===== config.mk =====
export PLATFORM = sky130hd
export DESIGN_NAME = gmii_rx_frame
export DESIGN_NICKNAME = d
export VERILOG_FILES = /design/src/rtl/gmii_rx_frame.sv
export SDC_FILE = /design/constraint.sdc
export NUM_CORES = 1
export LEC_CHECK = 0
export ABC_CLOCK_PERIOD_IN_PS = 3650
export CORE_ASPECT_RATIO = 1.4
export CORE_MARGIN = 2
export CORE_UTILIZATION = 36
export CTS_CLUSTER_SIZE = 24
export DETAILED_ROUTE_END_ITERATION = 10
export GPL_TIMING_DRIVEN = 0
export PLACE_DENSITY = 0.58
export SLEW_MARGIN = 20
export SYNTH_ARGS = -nofsm -noshare
export SYNTH_HDL_FRONTEND = slang
export SYNTH_SLANG_ARGS = --single-unit

===== constraint.sdc =====
create_clock -name gmii_rx_clk -period 3.65 [get_ports gmii_rx_clk]
set_input_delay 0.73 -clock gmii_rx_clk [delete_from_list [all_inputs] [get_ports gmii_rx_clk]]
set_output_delay 0.73 -clock gmii_rx_clk [all_outputs]
set_load 0.1 [all_outputs]

===== src/rtl/gmii_rx_frame.sv =====
// Receive-side GMII frame delimiter: strips preamble/SFD, re-emits frame bytes with
// start/end markers, checks CRC-32 and length, and keeps saturating good/bad frame counters.
module gmii_rx_frame #(
   parameter int unsigned MIN_LEN = 64,
   parameter int unsigned MAX_LEN = 1518
) (
   input  logic        gmii_rx_clk,
   input  logic        rst_n,
   input  logic        gmii_rx_dv,
   input  logic [7:0]  gmii_rxd,
   output logic [7:0]  rx_data,
   output logic        rx_valid,
   output logic        rx_sof,
   output logic        rx_eof,
   output logic        rx_good,
   output logic        rx_bad,
   output logic [10:0] rx_len,
   output logic [15:0] frame_ok_cnt,
   output logic [15:0] frame_err_cnt
);

   localparam logic [10:0] MinLen     = 11'(MIN_LEN);
   localparam logic [10:0] MaxLen     = 11'(MAX_LEN);
   localparam logic [31:0] CrcResidue = 32'hDEBB20E3;

   typedef enum logic [1:0] {StIdle, StPre, StData, StDrop} state_e;

   state_e      state;
   logic [2:0]  pre_cnt;
   logic [31:0] crc;
   logic [10:0] len;
   logic [7:0]  hold;
   logic        hold_vld;
   logic        sof_pend;
   logic [31:0] crc_next;
   logic        frame_good;

   // Reflected CRC-32, one byte, LSB first.
   function automatic logic [31:0] crc_byte(input logic [31:0] c, input logic [7:0] d);
      logic [31:0] r;
      r = c ^ {24'h0, d};
      for (int i = 0; i < 8; i++) begin
         r = r[0] ? ((r >> 1) ^ 32'hEDB88320) : (r >> 1);
      end
      return r;
   endfunction

   // crc covers every byte already emitted; the held byte is folded in here so the
   // eof cycle sees the register value after the final byte.
   assign crc_next   = crc_byte(crc, hold);
   assign frame_good = (crc_next == CrcResidue) && (len >= MinLen) && (len <= MaxLen);

   always_ff @(posedge gmii_rx_clk or negedge rst_n) begin
      if (!rst_n) begin
         state         <= StIdle;
         pre_cnt       <= 3'd0;
         crc           <= '1;
         len           <= '0;
         hold          <= '0;
         hold_vld      <= 1'b0;
         sof_pend      <= 1'b0;
         rx_data       <= '0;
         rx_valid      <= 1'b0;
         rx_sof        <= 1'b0;
         rx_eof        <= 1'b0;
         rx_good       <= 1'b0;
         rx_bad        <= 1'b0;
         rx_len        <= '0;
         frame_ok_cnt  <= '0;
         frame_err_cnt <= '0;
      end else begin
         rx_valid <= 1'b0;
         rx_sof   <= 1'b0;
         rx_eof   <= 1'b0;
         rx_good  <= 1'b0;
         rx_bad   <= 1'b0;

         if (rx_eof && rx_good && (frame_ok_cnt != 16'hFFFF)) begin
            frame_ok_cnt <= frame_ok_cnt + 16'd1;
         end
         if (rx_eof && rx_bad && (frame_err_cnt != 16'hFFFF)) begin
            frame_err_cnt <= frame_err_cnt + 16'd1;
         end

         unique case (state)
            StIdle: begin
               if (gmii_rx_dv) begin
                  if (gmii_rxd == 8'h55) begin
                     state   <= StPre;
                     pre_cnt <= 3'd1;
                  end else begin
                     state <= StDrop;
                  end
               end
            end
            StPre: begin
               if (!gmii_rx_dv) begin
                  state <= StIdle;
               end else if (gmii_rxd == 8'h55) begin
                  if (pre_cnt == 3'd7) state <= StDrop;
                  else                 pre_cnt <= pre_cnt + 3'd1;
               end else if (gmii_rxd == 8'hD5) begin
                  state    <= StData;
                  crc      <= '1;
                  len      <= '0;
                  hold_vld <= 1'b0;
                  sof_pend <= 1'b1;
               end else begin
                  state <= StDrop;
               end
            end
            StData: begin
               if (gmii_rx_dv) begin
                  if (hold_vld) begin
                     rx_valid <= 1'b1;
                     rx_data  <= hold;
                     rx_sof   <= sof_pend;
                     sof_pend <= 1'b0;
                     crc      <= crc_next;
                  end
                  hold     <= gmii_rxd;
                  hold_vld <= 1'b1;
                  if (len != 11'h7FF) len <= len + 11'd1;
               end else begin
                  // dv dropped: flush the held byte as the last of the frame, if any
                  if (hold_vld) begin
                     rx_valid <= 1'b1;
                     rx_data  <= hold;
                     rx_sof   <= sof_pend;
                     rx_eof   <= 1'b1;
                     rx_good  <= frame_good;
                     rx_bad   <= !frame_good;
                     rx_len   <= len;
                  end
                  hold_vld <= 1'b0;
                  sof_pend <= 1'b0;
                  state    <= StIdle;
               end
            end
            StDrop: begin
               if (!gmii_rx_dv) state <= StIdle;
            end
            default: state <= StIdle;
         endcase
      end
   end

endmodule


==> impl_results.md, run 1 <==
* Total CTS buffers at 17
* Synth Warn # at 0
* Overflow after GRT at 0
* Final worst path period need at 3.13 ns
* # DRC at 0
* Post-Route WL at 13.2 mm
* Vias at 4,231
* Syn Std Cell Area at 5890 µm²
* DR vias/cell at 5.10
* Core ar. at 16,100 µm²
* Total power divided by cell area at 1040 nW/µm²
* Achievable frequency at 319 MHz
* Endpoints failing hold at 0
* Diodes inserted at 0
* Clk slew on worst S/H paths at 0.05 ns
* HPWL after detailed placement at 9.42 mm
* Slew headroom at 0.339
* Nets at 635
* EDFF count, synth at 0
* Clock tree sinks at 114
* Total power at 7.74 mW
* Synth cell types at 57
* Worst stage delay on the critical path at 0.58 ns
* CP startpoint kind: register
* MaxCap Viol Count at 0
* Finished Cell Area at 7440 µm²
* CP arrival at 3.43 ns
* Share of layout cells above drive strength 1 at 0.173
* Clock buffer depth at 2
* RSZ-0062 raised after global routing: false
* VDD IR max at 512 µV
* Place WS at 0.155 ns
* Final setup fails at 0
* Initial antenna violation count at 0
* Iteration count of the initial detailed-routing pass at 4
* M3 GR Usage at 0.0405
* Commonest cells after routing, fill and taps aside: dfrtp_1 (82), xnor2_1 (65), clkdlybuf4s50_1 (65)
* Gr busiest metal: met2
* Syn-to-layout area delta at 26.3%
* Top Ports at 67
* Tcrit/Tclk final at 0.858
* Total track usage at 0.160
* Root buf cell: clkbuf_16
* # rows at 55
* Finished Core Util at 0.462
* Worst hold path class: input port to async pin
* Worst Skew at 0.0112 ns
* Crit-path cells: xnor2_2 > xnor2_1 > inv_1 > ha_1 > o21a_1 > o311ai_0 > a2111oi_2 > o2111ai_1 > o31a_1
* Remaining antenna violation count at 0
* Post-synthesis area per instance at 11.1 µm²
* Final Non-Filler Cells at 829
* First-pass GRT wire length at 22.1 mm
* Number of gates resized after cts at 0
* Ys flop type: dfrtp_1
* Placed cells at 797
* Vias in the first global route at 4,364
* Hold WS at 0.248 ns
* Met2 GRT Util at 0.283
* Cells after Synth at 531
* Slew Viols, Final at 0
* Buffer count from post-CTS setup fixing at 0
* CP endpoint kind: register
* CP required at 3.95 ns
* Met1 usage at 0.185
* H-tree depth at 4
* Actual transition at the worst max-transition pin at 0.988 ns
* Crit-path slowest cell: xnor2_2
* Clock Latency Late Sink at 0.42 ns
* Crit Path Category: register to register
* Setup tns final at 0 ns
* Final GP Congestion at 0.831
* Setup ws final at 0.517 ns
* Seq/Total Area, Yosys at 0.491
* Starting density of the core at 0.366
* Die width at 112 µm
* Largest net degree at the start of global routing at 69
* Leak at 3.16 nW
* Initial drt markers at 298
* Syn nets at 549
* Commonest non-fill, non-tap cell in the layout: dfrtp_1
* Largest fanout on the critical path at 7
* Asr flop ratio synth at 1.00
* Average wire per standard cell at 15.9 µm
* Placed Area at 6830 µm²
* Die area at 17,400 µm²
* # hold bufs at CTS at 0
* Synth Register Bits at 114
* CTS tree: yes
* Port Buf Inserts at 66
* Die Y at 155 µm
* Status: finished clean
path summary, 6_finish.rpt:
kind / start / endpoint / slack [ns] / cells past startpoint
setup / recovery: hold[0]$_DFFE_PN0P_ / rx_bad$_DFF_PN0_ / 0.52 / 9
hold / removal: rst_n / frame_err_cnt[6]$_DFFE_PN0P_ / 0.25 / 1
setup reg to reg: hold[0]$_DFFE_PN0P_ / rx_bad$_DFF_PN0_ / 0.52 / 9
hold reg to reg: frame_err_cnt[9]$_DFFE_PN0P_ / frame_err_cnt[9]$_DFFE_PN0P_ / 0.48 / 1
max in group asynchronous: rst_n / crc[3]$_DFFE_PN1P_ / 2.68 / 2
min in group gmii_rx_clk: frame_err_cnt[9]$_DFFE_PN0P_ / frame_err_cnt[9]$_DFFE_PN0P_ / 0.48 / 1
cell type report:
class / count / area, µm²
flip-flops and latches: 114 / 2890
well taps: 199 / 249
repair buffers: 67 / 689
clock inverters: 8 / 126
clock buffers: 24 / 482
plain buffers: 12 / 53.8
inverters: 9 / 33.8
multi-input cells: 396 / 2910
fillers: 1519 / 8670
synth_stat cells (4+ instances only):
master	n	area (µm²)
and3_1	12	75.1
xnor2_1	65	569
nand2_1	40	150
o22a_1	9	78.8
nand4_1	13	81.3
xnor2_2	5	81.3
a21oi_1	26	130
and2_1	7	43.8
clkbuf_1	7	26.3
nand3_1	18	90.1
dfrtp_1	82	2050
xor2_1	31	272
mux2i_1	4	40.0
nor2b_1	5	31.3
o21ai_0	9	45.0
mux2_2	30	338
nor4_1	4	25.0
nand2b_1	5	31.3
nor3_1	7	35.0
nor2_1	52	195
dfstp_2	32	841
ha_1	7	87.6
inv_1	9	33.8
sequential cells by signal, indices dropped and copies added (netlist names):
signal	flops
rx_valid	1
rx_data	8
rx_eof	1
rx_sof	1
crc	32
len	11
sof_pend	1
frame_err_cnt	16
frame_ok_cnt	16
rx_len	11
pre_cnt	3
rx_good	1
hold	8
rx_bad	1
state	2
hold_vld	1
power breakdown:
group | switching, mW | total [mW] | internal [mW]
Sequential | 0.281 | 1.95 | 1.67
Clock | 0.568 | 1.69 | 1.13
Combinational | 2.32 | 4.10 | 1.78
Total | 3.17 | 7.74 | 4.57
cells by family after synthesis:
logic type / Yosys count / share of synthesized area
AND/OR/NAND/NOR: 179 / 0.149
XOR/XNOR: 109 / 0.191
flip-flops: 114 / 0.491
adder cells (fa/ha/maj): 7 / 0.0149
buffers and inverters: 21 / 0.0149
multiplexers: 34 / 0.0642
AO/OA/AOI/OAI: 67 / 0.0752
layer usage:
layer,part of all wire,up-vias
met4,0.016,0
met2,0.53,72
met3,0.031,16
li1,-,2016
met5,0,-
met1,0.43,2127
worst max-delay path, delay by kind of cell, from the launching register on:
kind | cells | cell delay (ns)
compound gates | 5 | 1.26
xor+xnor | 2 | 0.87
flops | 1 | 0.49
fa+ha+maj | 1 | 0.20
buf+inv | 1 | 0.19
(Power assumes the default switching activity.)
==> inputs of run 2 (changes only) <==
--- a/config.mk
+++ b/config.mk
@@ -5,6 +5,7 @@
 export SDC_FILE = /design/constraint.sdc
 export NUM_CORES = 1
 export LEC_CHECK = 0
+export ABC_AREA = 1
 export ABC_CLOCK_PERIOD_IN_PS = 3650
 export CORE_ASPECT_RATIO = 1.4
 export CORE_MARGIN = 2
==> impl_results.md, run 2 <==
* Status: finished clean
* Seq/Total Area, Yosys at 0.447
* DR vias/cell at 4.72
* CP startpoint kind: register
* Synth cell types at 38
* Number of gates resized after cts at 0
* Worst stage delay on the critical path at 1.17 ns
* Biggest regs: crc (32), frame_err_cnt (16), frame_ok_cnt (16)
* Slew Viols, Final at 0
* Final GP Congestion at 0.910
* Worst path bufs/invs at 1
* Crit path max-delay family: buffers and inverters
* CP endpoint kind: output port
* Vias in the first global route at 5,582
* # hold bufs at CTS at 0
* Die Y at 163 µm
* Largest net degree at the start of global routing at 78
* Flop2flop setup slack at 1.23 ns
* Ys flop type: dfrtp_1
* Crit-path cells: clkdlybuf4s50_1
* Iteration count of the initial detailed-routing pass at 5
* Crit Path Category: register to output port
* Crit-path slowest cell: clkdlybuf4s50_1
* Clock tree sinks at 114
* RSZ-0062 raised after global routing: false
* Remaining antenna violation count at 0
* Register bank with the most flops: crc
* Synth top area cells: dfrtp_1 (32%), nand2_1 (17%), dfstp_2 (13%)
* Post-synthesis area per instance at 7.53 µm²
* Die width at 117 µm
* Cell taking the most area after synthesis: dfrtp_1
* Root buf cell: clkbuf_16
* Achievable frequency at 362 MHz
* Commonest non-fill, non-tap cell in the layout: nand2_1
* Initial antenna violation count at 0
* Share of layout cells above drive strength 1 at 0.140
* EDFF count, synth at 0
* MaxCap Viol Count at 0
* Nets at 963
* Synth Register Bits at 114
* Largest register FFs at 32
* # DRC at 0
* Die area at 19,100 µm²
* Top Ports at 67
* Synth top area share at 0.317
* Worst Skew at 0.0139 ns
* Syn Std Cell Area at 6470 µm²
* Worst reg2reg startpoint: crc[1]$_DFFE_PN1P_
* Final worst path period need at 2.76 ns
* Asr flop ratio synth at 1.00
* Clk slew on worst S/H paths at 0.06 ns
* Total track usage at 0.185
* Worst reg-to-reg path cell count at 15
* Port Buf Inserts at 66
* Synth Warn # at 0
* Tcrit/Tclk final at 0.756
* Buffer count from post-CTS setup fixing at 0
* Worst hold path class: input port to async pin
* Most frequent cell after synthesis: nand2_1
* Clock Latency Late Sink at 0.42 ns
* Final setup fails at 0
* Most frequent cells after synthesis: nand2_1 (300), inv_1 (104), dfrtp_1 (82), nand3_1 (60), nor2_1 (47)
* Largest fanout on the critical path at 6
* # rows at 58
* Fillers at 1,810
* Hold WS at 0.214 ns
* Syn-to-layout area delta at 25.1%
* CP required at 2.92 ns
* Core ar. at 17,800 µm²
* Syn nets at 877
* Finished Cell Area at 8090 µm²
* HPWL after detailed placement at 12.2 mm
* Post-Route WL at 16.5 mm
* Total CTS buffers at 17
* Commonest cells after routing, fill and taps aside: nand2_1 (300), inv_1 (104), dfrtp_1 (82)
* Cells after Synth at 859
* Slew headroom at 0.339
* CTS tree: yes
* Starting density of the core at 0.364
* Clock buffer depth at 2
* Placed Area at 7460 µm²
* Endpoints failing hold at 0
* Actual transition at the worst max-transition pin at 0.988 ns
* First-pass GRT wire length at 27.9 mm
* Diodes inserted at 0
* Initial drt markers at 265
* H-tree depth at 4
* Average wire per standard cell at 13.8 µm
* Vias at 5,655
* CP arrival at 2.03 ns
* Reg-to-reg endpoint: rx_bad$_DFF_PN0_
* Overflow after GRT at 0
[run 2: cell types whose count changed after synthesis, sizes merged, moves of 16 or more]
cell / change
inv: +112
nand3: +42
a21oi: -16
o21ai: +41
nand2: +288
mux2: -29
xnor2: -59
[run 2: cell type report]
cell class                      instances  area (µm²)  share of cell area
Timing Repair Buffer                   67         689              0.0852
Buffer                                 10        55.1             0.00680
Clock buffer                           18         429              0.0530
Clock inverter                         14         204              0.0252
Multi-Input combinational cell        614        3070               0.379
Sequential cell                       114        2890               0.357
Tap cell                              240         300              0.0371
Inverter                              121         454              0.0561
[run 2: kinds of logic (layout without fill, tap and decap cells)]
| kind of cell | after synthesis | after routing | synth area share |
|---|---|---|---|
| flops | 114 | 114 | 0.447 |
| simple gates | 472 | 472 | 0.319 |
| compound gates | 89 | 89 | 0.0789 |
| buf+inv | 131 | 230 | 0.0787 |
| fa+ha+maj | 7 | 7 | 0.0135 |
| mux | 1 | 1 | 0.00174 |
| xor+xnor | 45 | 45 | 0.0609 |
[run 2: worst max-delay path by stage]
stage                     depth (start not counted)                           end  slack (ns)                         start
after detailed placement                          9           crc[30]$_DFFE_PN1P_        0.64                   gmii_rxd[7]
after global placement                            1           hold[0]$_DFFE_PN0P_       -2.81                         rst_n
final                                             1              frame_err_cnt[7]        0.89  frame_err_cnt[7]$_DFFE_PN0P_
after global routing                              1              frame_err_cnt[7]        0.81  frame_err_cnt[7]$_DFFE_PN0P_
after CTS                                         1              frame_err_cnt[7]        0.87  frame_err_cnt[7]$_DFFE_PN0P_
after floorplan                                  12  frame_ok_cnt[14]$_DFFE_PN0P_        1.26   frame_ok_cnt[0]$_DFFE_PN0P_
[run 2: layer usage]
layer	up-vias	GRT usage	part of all wire
li1	2873	-	-
met1	2619	0.221	0.43
met2	133	0.323	0.50
met3	30	0.0329	0.036
met4	0	0.0898	0.031
met5	-	0	0
[run 2: metrics by stage]
step,cells,utilization,TNS [ns],worst slack (ns)
3_3_place_gp,1165,0.418,-271.21,-2.81
6_report,1198,0.455,0,0.890
3_5_place_dp,1166,0.420,0,0.644
5_1_grt,1198,0.455,0,0.806
2_1_floorplan,859,-,0,1.26
4_1_cts,1198,0.455,0,0.867
Power of run 2 is left out: the tool's default activity adds up to more than one toggle a clock period on the data nets, which glitch-free logic cannot reach.
